<file path="config.mk">
export PLATFORM = sky130hd
export DESIGN_NAME = jt6295_chan_seq
export DESIGN_NICKNAME = d
export VERILOG_FILES = /design/src/rtl/jt6295_chan_seq.sv
export SDC_FILE = /design/constraint.sdc
export NUM_CORES = 1
export LEC_CHECK = 0
export ABC_AREA = 1
export CORE_MARGIN = 1.5
export CORE_UTILIZATION = 30
export CTS_CLUSTER_DIAMETER = 50
export DETAILED_ROUTE_END_ITERATION = 10
export DONT_BUFFER_PORTS = 1
export PLACE_DENSITY = 0.4
export SETUP_SLACK_MARGIN = 0.2
export SYNTH_ARGS = -nofsm -noshare
export SYNTH_HDL_FRONTEND = slang
export SYNTH_SLANG_ARGS = --single-unit
</file>
<file path="constraint.sdc">
create_clock -name clk -period 3.9 [get_ports clk]
set_clock_uncertainty 0.15 [all_clocks]
set_input_delay 0.585 -clock clk [delete_from_list [all_inputs] [get_ports clk]]
set_output_delay 0.585 -clock clk [all_outputs]
set_load 0.02 [all_outputs]
</file>
<file path="src/rtl/jt6295_chan_seq.sv">
// Four-channel ADPCM phrase sequencer: slot timing, per-channel playback state,
// and a single ROM fetch engine refilling one-byte channel buffers.
module jt6295_chan_seq (
   input  logic        rst,
   input  logic        clk,
   input  logic        cen4,
   input  logic        cen1,
   input  logic [17:0] start_addr,
   input  logic [17:0] stop_addr,
   input  logic [3:0]  att,
   input  logic [3:0]  start,
   input  logic [3:0]  stop,
   output logic [3:0]  busy,
   output logic [3:0]  ack,
   output logic [17:0] rom_addr,
   output logic        rom_cs,
   input  logic [7:0]  rom_data,
   input  logic        rom_ok,
   output logic [3:0]  nib,
   output logic [3:0]  nib_att,
   output logic [1:0]  nib_ch,
   output logic        nib_valid,
   output logic        nib_first,
   output logic        zero
);

   localparam int unsigned NCH = 4;
   localparam int unsigned AW  = 18;
   localparam int unsigned NW  = AW + 1;

   typedef enum logic [1:0] {S_IDLE, S_REQ, S_WAIT} fetch_t;

   fetch_t          state, state_nxt;
   logic [1:0]      slot;
   logic [NW-1:0]   cur    [NCH];
   logic [AW-1:0]   end_q  [NCH];
   logic [3:0]      att_q  [NCH];
   logic [7:0]      buf_q  [NCH];
   logic [NCH-1:0]  buf_ok;
   logic [NCH-1:0]  first;
   logic [1:0]      fch;
   logic            fch_kill;
   logic            sel_hit;
   logic [1:0]      sel_ch;
   logic            fetch_go;
   logic            buf_wr;

   // Lowest-index playing channel whose buffer needs a refill
   always_comb begin
      sel_hit = 1'b0;
      sel_ch  = 2'd0;
      for (int unsigned i = 0; i < NCH; i++) begin
         if (!sel_hit && busy[i] && !buf_ok[i] && !stop[i]) begin
            sel_hit = 1'b1;
            sel_ch  = 2'(i);
         end
      end
   end

   always_ff @(posedge clk) begin
      if (rst) state <= S_IDLE;
      else     state <= state_nxt;
   end

   always_comb begin
      state_nxt = state;
      case (state)
         S_IDLE:  if (sel_hit) state_nxt = S_REQ;
         S_REQ:   state_nxt = S_WAIT;
         S_WAIT:  if (rom_ok) state_nxt = S_IDLE;
         default: state_nxt = S_IDLE;
      endcase
   end

   // A read whose channel was stopped meanwhile still completes, but its byte is dropped
   always_comb begin
      fetch_go = 1'b0;
      buf_wr   = 1'b0;
      case (state)
         S_IDLE:  fetch_go = sel_hit;
         S_WAIT:  buf_wr   = rom_ok && !fch_kill;
         default: ;
      endcase
   end

   always_ff @(posedge clk) begin
      if (rst) begin
         slot      <= 2'd0;
         busy      <= '0;
         ack       <= '0;
         buf_ok    <= '0;
         first     <= '0;
         rom_addr  <= '0;
         rom_cs    <= 1'b0;
         fch       <= 2'd0;
         fch_kill  <= 1'b0;
         nib       <= 4'd0;
         nib_att   <= 4'd0;
         nib_ch    <= 2'd0;
         nib_valid <= 1'b0;
         nib_first <= 1'b0;
         zero      <= 1'b0;
         for (int unsigned i = 0; i < NCH; i++) begin
            cur[i]   <= '0;
            end_q[i] <= '0;
            att_q[i] <= '0;
            buf_q[i] <= '0;
         end
      end else begin
         nib_valid <= 1'b0;
         nib_first <= 1'b0;
         zero      <= 1'b0;
         rom_cs    <= (state_nxt != S_IDLE);
         if (fetch_go) begin
            rom_addr <= cur[sel_ch][AW:1];
            fch      <= sel_ch;
            fch_kill <= 1'b0;
         end
         if (buf_wr) begin
            buf_q[fch]  <= rom_data;
            buf_ok[fch] <= 1'b1;
         end
         if (state != S_IDLE && cen4 && stop[fch]) fch_kill <= 1'b1;
         if (cen4) begin
            slot <= slot + 2'd1;
            zero <= (slot == 2'd3);
            // Emit the next nibble; an empty buffer is a silent underrun
            if (busy[slot] && buf_ok[slot] && !stop[slot]) begin
               nib       <= cur[slot][0] ? buf_q[slot][3:0] : buf_q[slot][7:4];
               nib_att   <= att_q[slot];
               nib_ch    <= slot;
               nib_valid <= 1'b1;
               nib_first <= first[slot];
               first[slot] <= 1'b0;
               cur[slot]   <= cur[slot] + NW'(1);
               if (cur[slot][0]) begin
                  buf_ok[slot] <= 1'b0;
                  if (cur[slot][AW:1] == end_q[slot]) busy[slot] <= 1'b0;
               end
            end
            // Starts on a busy channel are acknowledged but ignored
            if (start[slot] && !stop[slot]) begin
               ack[slot] <= 1'b1;
               if (!busy[slot]) begin
                  cur[slot]    <= {start_addr, 1'b0};
                  end_q[slot]  <= stop_addr;
                  att_q[slot]  <= att;
                  busy[slot]   <= 1'b1;
                  first[slot]  <= 1'b1;
                  buf_ok[slot] <= 1'b0;
               end
            end
         end
         for (int unsigned i = 0; i < NCH; i++) begin
            if (!start[i]) ack[i] <= 1'b0;
            if (cen4 && stop[i]) begin
               busy[i]   <= 1'b0;
               buf_ok[i] <= 1'b0;
            end
         end
      end
   end

   // cen1 carries no state; it must only ever land on a slot strobe
   cen1_align: assert property (@(posedge clk) disable iff (rst) cen1 |-> cen4);

endmodule

</file>
Yosys cells after proc, flatten, opt, wreduce, memory -nomap -nowiden --
Memories as Yosys holds them, arrays and structs flattened. A register that Yosys moved wholly into a read port is not among the register bits. Index checks and enable logic that the tools add are counted. Widths: inputs -> output; s select.
Word-level totals: flip-flop bits (word level) 33, bits in writable memories 196, input port bits 61, memories kept 4
Operators by class: add/sub/neg operators 2, $lt $le $gt $ge 4, equality and inequality tests 4, mux-type cells 85, bitwise operators 16, reductions and logical operators 56
Memory list:
- cur | depth 4, bits a word 19, rd ports 2, clocked after memory_dff 2, wr ports 4, line 35 | logic [NW-1:0] cur [NCH];
- end_q | depth 4, bits a word 18, rd ports 1, clocked after memory_dff 1, wr ports 4, line 36 | logic [AW-1:0] end_q [NCH];
- buf_q | depth 4, bits a word 8, rd ports 1, clocked after memory_dff 1, wr ports 4, line 38 | logic [7:0] buf_q [NCH];
- att_q | depth 4, bits a word 4, rd ports 1, clocked after memory_dff 1, wr ports 4, line 37 | logic [3:0] att_q [NCH];
Operator list (number):
- $mux 4 | 23
- $mux 19 | 2
- $mux 1 | 35
- $mux 2 | 14
- $logic_and 1x1->1 | 23
- $add 19x1->19 const B | 1
- $reduce_or 19->1 | 1
- $eq 18x18->1 | 1
- $mux 18 | 1
- $reduce_or 18->1 | 1
- $reduce_or 2->1 | 9
- $and 4x4->4 | 4
- $or 4x4->4 | 4
- $logic_not 1->1 | 13
- $bmux 1 s2 | 6
- $mux 8 | 1
- $reduce_or 8->1 | 1
- $lt 2x3->1 const B | 2
- $not 1->1 | 6
- $pmux 2 s3 | 1
- $reduce_bool 2->1 | 3
- $demux 1 s2 | 2
- $eq 2x2->1 const B | 2
- $ge 2x1->1 const B | 2
- 8 further kinds | 9

Depth between registers and ports, before layout --
Gate-level depths: netlist (run 1).
depth in word-level cells 22, depth in mapped cells 17

Least setup slack after synthesis (run 1) --
Ideal clock, no wire load.
path type in2reg, start point input port stop[1], end point memory att_q[2][0] (enable), data arrival time 2.910 ns, data required time 3.318 ns, slack 0.408 ns, stages 9, path buffers 0, path through inv_1 -> nand2_1 -> nand3_1 -> o211ai_2 -> nor2b_1 -> nand2_1 -> inv_1 -> nand2_1 -> o21ai_0
RTL lines:
- start, declared | line 12 | input logic [3:0] stop,
- end, declared | line 37

==> summary by stage, run 1 <==
Run status
The flow ran to the end, and the final reports show no timing, DRC or antenna violations.

Power
The worst ir drop on vdd is about 0.00028 V. Combinational logic burns 10.7% of the power. The fraction of power consumed by the clock network is a little under half. The power density normalized to cell area is between 400 and 500 nW/um^2. Summed over all cells, the static leakage comes to roughly 6.3 nW. The power share of the sequential group is between 40 and 50%. After layout, the design draws a total of 7.31 mW. Net switching is 26.3% of the power.

The net load switching power is 1.92 mW. Internal power comes to 5.39 mW.

Job
Across the run, the number of max-cap violations was 0.

Timing
For the final routed database, the setup TNS stands at 0 ps. The top achievable clock speed is about 0.31 GHz. The relative max-transition margin is between 30 and 40%. Setup repair after global routing left no endpoint under its margin.

The post-route clock period utilization is ~82%. The number of max-slew violations in the final report is 0. The final-report hold violation count is 0.

At the pin with the least slew margin, the transition time is around 980 ps. The routed design could run at a clock period as short as 3200 ps. The setup violation total in the final timing report is 0. The tightest hold path in the finished design has a slack of slightly above 40 ps.

Die
The die is ~210 um tall. The die boundary width is between 200 and 250 um. For this configuration, the core starts out at a cell density of a little over 30%. The number of rows created at floorplan is 75. The full die area is approximately 44,000 um^2. The count of boundary I/O pins is slightly above 100. The core area is around 42,000 um^2.

Clock tree
The root buffer selected by CTS is clkbuf_16. Clock-pin slew was measured on the worst setup and hold paths at approximately 60 ps. The CTS tree is done. Clock tree synthesis found a total of about 250 sinks. The total clock buffers created by CTS is 39. The clock passes through at most 3 buffers. The H-tree depth is 2. Once the clock tree was built, the resizer swapped 0 gates to a different size. Hold repair after CTS inserted 4 buffers. Once the clock tree was built, the setup fixing pass inserted 0 buffers. At the later pin of the worst-skew pair, clock insertion delay measures about 560 ps.

Layout
The library cell used most frequently in the layout, excluding fill and tap cells, is nand2_1. The relative area change from synthesis to final layout is 15.4%. The net count of the finished layout is ~1.7k.

For this run, the share of the core covered by cells in the final layout is between 30% and 40%. The post-route netlist has 7.59% of its cells at a drive strength greater than 1. Excluding fillers, the count of instances in the completed layout stands at approximately 2.2k.

The total of fill cells in the finished design is roughly 4.4k. The top cell types in the final layout, fill and taps aside, are nand2_1, nor2_1, edfxtp_1.

Drt
The per-cell routed wire length is 19.1 um. Across all layers, the routed design uses ~11k vias. The via-per-instance ratio is 4.87.

The routed design has ~42 mm of wire. The final antenna-violating net count is 0. The detailed router finished its first iteration with around 660 violations. After detailed routing, the number of remaining DRC violations is 0. The detailed-router iteration count before antenna repair is 8.

Synthesis
Sequential elements use 54.6% of the synthesized area. When the netlist entered floorplanning its net count stood at 1,663. The mapped netlist covers approximately 13,000 um^2. In this run, synthesis inferred 196 flip-flops with an integrated enable. The largest total area in the synthesized netlist belongs to edfxtp_1. For this run, the number of Yosys warnings is 0.

The synthesized design devotes to its leading area cell type a little under half of total area. The async set-or-reset flop fraction in the synthesized netlist is 0%. In this run, synthesis produced a sequential element count of about 250. Synthesis instantiated 39 different standard cells from the library.

Ranked by total cell area, the synthesized netlist is headed by edfxtp_1, nand2_1, dfxtp_1. The most used flip-flop cell after synthesis is edfxtp_1. The gate count of the mapped netlist is approximately 1.6k. Each instance of the synthesized netlist takes up on average between 8 and 9 um^2.

Critical path
The data arrival time of the critical path is 3320 ps. STA classifies the critical path startpoint as a flop. STA classifies the critical path endpoint as a flop. The critical path required time is roughly 4000 ps. Of all nets on the critical path, the largest fanout is 31. By startpoint and endpoint, the worst setup path is classified as reg -> reg.

Global route
The first global-routing pass estimated approximately 63 mm of wire. Global routing used a little under a fifth of the available tracks. The total congestion overflow after global routing is 0. The number of global-route vias before repair is approximately 10k. The maximum number of pins on one net before global-route repair is 55. The number of antenna violations at the first check in global routing came to 2.

Placed design
The wire-length estimate of the detail-placed layout is 27.1 mm. The number of buffers added on ports is 0. The total placed cells including tap cells is 2,097. The routability congestion estimate from global placement is 0.840.

Min path
The tightest min-delay check is of the in -> reg type.
flip-flops by register name (all words and copies together) (netlist names), 2 cells and up, named ones only:
signal    flops
state         2
nib           4
buf_ok        4
rom_addr     18
busy          4
nib_ch        2
ack           4
att_q        16
slot          2
cur          76
nib_att       4
first         4
fch           2
buf_q        32
end_q        72
Yosys cell counts (all sizes together), types with 5 or more instances:
master	n
a211oi	21
a21oi	39
buf	40
clkbuf	41
dfxtp	57
edfxtp	196
ha	5
inv	119
nand2	511
nand3	134
nand4	5
nor2	271
nor3	44
o211ai	6
o21a	5
o21ai	74
o221ai	5
o22ai	5
per-stage QoR:
step	cell area, um^2	worst slack [ps]
2_1_floorplan	12900	408
3_3_place_gp	13500	782
3_5_place_dp	13500	724
4_1_cts	14800	687
5_1_grt	14800	366
6_report	14800	701
cells by family after synthesis:
| group | Yosys count | synth area share [%] |
|---|---|---|
| AND/OR/NAND/NOR | 975 | 31.1 |
| flip-flops | 253 | 54.6 |
| buffers and inverters | 203 | 6.47 |
| AO/OA/AOI/OAI | 157 | 7.07 |
| adder cells (fa/ha/maj) | 5 | 0.486 |
| XOR/XNOR | 4 | 0.272 |
power groups by stage:
stage	clock network (mW)	registers, mW	logic, mW
detailed placement	0	3.13	0.780
CTS	3.55	3.08	0.789
floorplan	0	3.12	0.525
global placement	0	3.13	0.778
global route	3.66	3.09	0.886
finish	3.45	3.08	0.781
path summary, 6_finish.rpt:
| check | start | to | slack, ps | cells after the start |
|---|---|---|---|---|
| worst max-delay path | flop | cur[1][18] | 700 | 15 |
| worst min-delay path | start[2] | ack[2] | 40 | 2 |
| worst max register to register | flop | cur[1][18] | 700 | 15 |
| worst min register to register | fch_kill | fch_kill | 300 | 2 |
worst max-delay path: stages (launching register included):
cell	delay (ps)
dfxtp_2	400
inv_2	500
nand2_1	150
nand2_1	90
nand2_1	50
nand2_1	140
ha_1	180
nand2_1	110
nor2_1	150
nand2_1	160
inv_1	190
nand3_1	100
nand2_1	70
nand3_1	70
o21ai_0	290
nor2_1	90
cell type report:
class / count / area [um^2] / area share, %
inverters: 122 / 460 / 3.10
flip-flops and latches: 253 / 7030 / 47.4
clock buffers: 53 / 1090 / 7.34
clock inverters: 19 / 194 / 1.31
repair buffers: 46 / 368 / 2.48
multi-input cells: 1141 / 5020 / 33.8
diodes: 2 / 5.00 / 0.0337
well taps: 539 / 674 / 4.54
layer usage:
metal / vias up / track usage [%] / wire [um]
li1: 5272 / - / -
met4: 0 / 5.21 / 792
met2: 267 / 30.1 / 18700
met3: 57 / 3.62 / 2100
met1: 5002 / 26.7 / 19900
met5: - / 0 / 0
Power figures use the tool's default switching activity.
==> run 2: changes to the inputs <==
- clock period: 3.9 -> 3.2 ns (I/O delays scaled with it)
==> run 2 against run 1 <==
- largest power group unchanged
- global-route usage decreased by 0.16 points
- highest routed layer unchanged
- sequential share of layout area fell by 1.3 points
- routed wire length fell by 0.55%
- combinational power rose by 24%
==> summary by stage, run 2 (synthesized netlist as in run 1, its figures left out) <==
Die
The core area is 42,100 um^2. The count of boundary I/O pins is around 100. The initialized floorplan defines 75 standard-cell rows. The die covers around 44,000 um^2. The die boundary width is 210 um. Once the floorplan was initialized, standard cells occupied around 31% of the core.

The overall die height is around 210 um.

Power
The switching share of power is between 20% and 30%. The combinational cell fraction of total power is about 10%. The completed layout was analyzed and its total power is approximately 9.6 mW.

The worst ir drop on vdd is roughly 0.00038 V. The total internal power is 7.16 mW. Summed over all nets, the switching power comes to roughly 2.5 mW.

The power density normalized to cell area is 631 nW/um^2. The leakage power of the design is approximately 6.5 nW. In this run, flip-flops and latches consume 39.0% of the power. The share of total power dissipated in the clock network is around 51%.

Timing
In the final timing run, aggregate negative setup slack is 0 ps. In the finished design, the share of the clock period the worst path needs comes to 88.7%. Across all hold checks on the routed design, the worst slack comes to 42.5 ps.

The number of max-slew violations in the final report is 0. The time the final worst path needs with I/O delays and setup is about 2800 ps. The slack of the critical path is approximately 360 ps. At the pin with the least slew margin, the transition time is between 900 and 1000 ps. Setup repair after global routing left no endpoint under its margin.

The final-report hold violation count is 0. Setup violations remaining at the end of the flow were counted as 0. In this run the tightest slew margin relative to its limit is between 30% and 40%. The top achievable clock speed is ~0.35 GHz.

Layout
The net count of the finished layout is 1,689. Counting the fill cells in the layout gives roughly 4.4k. The register with the most flip-flops in the layout has 76 of them. Ranked by flip-flop count, first place goes to cur. The most common cell after layout, fill and taps aside is nand2_1.

The relative area change from synthesis to final layout is 18.6%. The largest registers in the layout are cur: 76 flops, end_q: 72 flops, buf_q: 32 flops. In the layout the commonest cells are nand2_1, nor2_1, edfxtp_1. The post-route non-filler standard cell count is 2,196. The multi-input combinational cells in the finished layout cover a total of between 5000 and 6000 um^2.

The sequential cell area is around 7000 um^2. The share of cells above drive strength 1 is under 10%.

Placed design
At the end of routability-driven placement, the weighted congestion stood at about 0.83. In this run, placement finished with an instance count of around 2.1k. Detailed placement finished with a half-perimeter wire length of 27.7 mm. In this run the tool buffered the top-level ports with 0 buffer cells. The placement-stage worst setup slack is between 100 and 150 ps.

Global route
The number of antenna violations at the first check in global routing is 2. The number of global-route vias before repair is 10.1k. The aggregate global-route resource usage is between 10% and 20%. The first global-routing pass estimated around 63 mm of wire. The total congestion overflow after global routing is 0. The maximum number of pins on one net before global-route repair is 53.

Drt
The detailed router finished its first iteration with approximately 600 violations. The final antenna-violating net count is 0. In the routed layout, each cell is associated on average with a via count of slightly below 5.

Summed over all layers, the routed wires come to 41.3 mm. The per-cell routed wire length is 18.8 um. The number of remaining DRC errors is 0.

The via count is around 11k. Before antenna repair, the detailed router went through 5 iterations.

Min path
The path class of the lowest-slack min-delay path is in -> reg. The worst hold path begins at rom_data[2].

Clock tree
The number of clock buffers added by TritonCTS is around 40. The H-tree depth is 2. The source-to-sink clock delay at the later pin of the worst-skew pair is about 550 ps. The root buffer selected by CTS is clkbuf_16. Counting every sink on the clock net gives 253. The CTS tree is done. After clock tree synthesis, the clock-pin slew on the worst setup and hold paths is about 50 ps. The maximum root-to-sink buffer count is 3.

Critical path
Along the worst path, the maximum fanout reaches 16. STA classifies the critical path endpoint as a flop. STA puts the critical path data required time at roughly 3300 ps. The worst setup path is of the reg -> reg kind. Data on the critical path arrives at its endpoint at approximately 3000 ps. The kind of start point of the critical path is a flop.

Job
Max-cap violations in this run came to 0.

Run status
The flow ran to the end, and the final reports show no timing, DRC or antenna violations.
## run 2: cell types whose count changed in the layout (fill, tap and decap cells not counted), moves of 3 or more
cell / before / now
dlygate4sd3_1: 4 / 8
buf_4: 41 / 53
clkinv_4: 0 / 3
clkbuf_16: 40 / 43
clkbuf_8: 4 / 1
bufinv_16: 3 / 9
clkbuf_1: 9 / 2
## run 2: repair_timing
item,in CTS,in global routing
resized for setup,1,9
pin swaps,0,1
hold buffers,8,0
endpoints found under the setup margin,19,65
hold endpoints to repair,25,0
setup buffers,0,2
## run 2: path summary, 6_finish.rpt
kind	slack (ps)	cells after the start	endpoint
max	360	15	cur[0][15]
min reg2reg	310	2	fch_kill
max reg2reg	360	15	cur[0][15]
min	40	2	buf_q[3][2]
## run 2: power groups by stage
stage | logic, mW | registers, mW | clock network [mW]
2_1_floorplan | 0.639 | 3.80 | 0
3_5_place_dp | 0.956 | 3.82 | 0
6_report | 0.965 | 3.75 | 4.91
5_1_grt | 1.09 | 3.76 | 5.15
3_3_place_gp | 0.951 | 3.82 | 0
4_1_cts | 0.975 | 3.75 | 5.02
## run 2: worst max-delay path, cell delays in order (launching register included)
cell and delay [ps]:
dfxtp_2 530, inv_2 60, buf_4 210, nand3_1 250, nand2_1 170, nor2_1 130, nand2_1 60, nor2_1 90
buf_4 150, nand3_1 90, inv_1 170, nand2_1 70, nand2_1 60, nand3_1 110, nand2_1 190, nor2_1 60
## run 2: per-layer routing
metal	track usage, %	routed length (um)	vias to the layer above
li1	-	-	5316
met4	6.40	906	0
met2	30.5	19000	223
met1	25.7	19500	4953
met3	3.23	1930	58
met5	0	0	-
## run 2: through the flow
stage | util [%] | cell area, um^2
after CTS | 36.1 | 15200
after floorplan | - | 12900
after detailed placement | 32.3 | 13600
final | 36.2 | 15300
after global placement | 32.3 | 13600
after global routing | 36.2 | 15300
## run 2: area by class of cell
cell class | instances | share of cell area, %
Tap cell | 539 | 4.42
Timing Repair Buffer | 64 | 3.47
Sequential cell | 253 | 46.1
Inverter | 122 | 3.02
Clock inverter | 29 | 2.72
Multi-Input combinational cell | 1141 | 33.0
Clock buffer | 46 | 7.19
Antenna cell | 2 | 0.0328
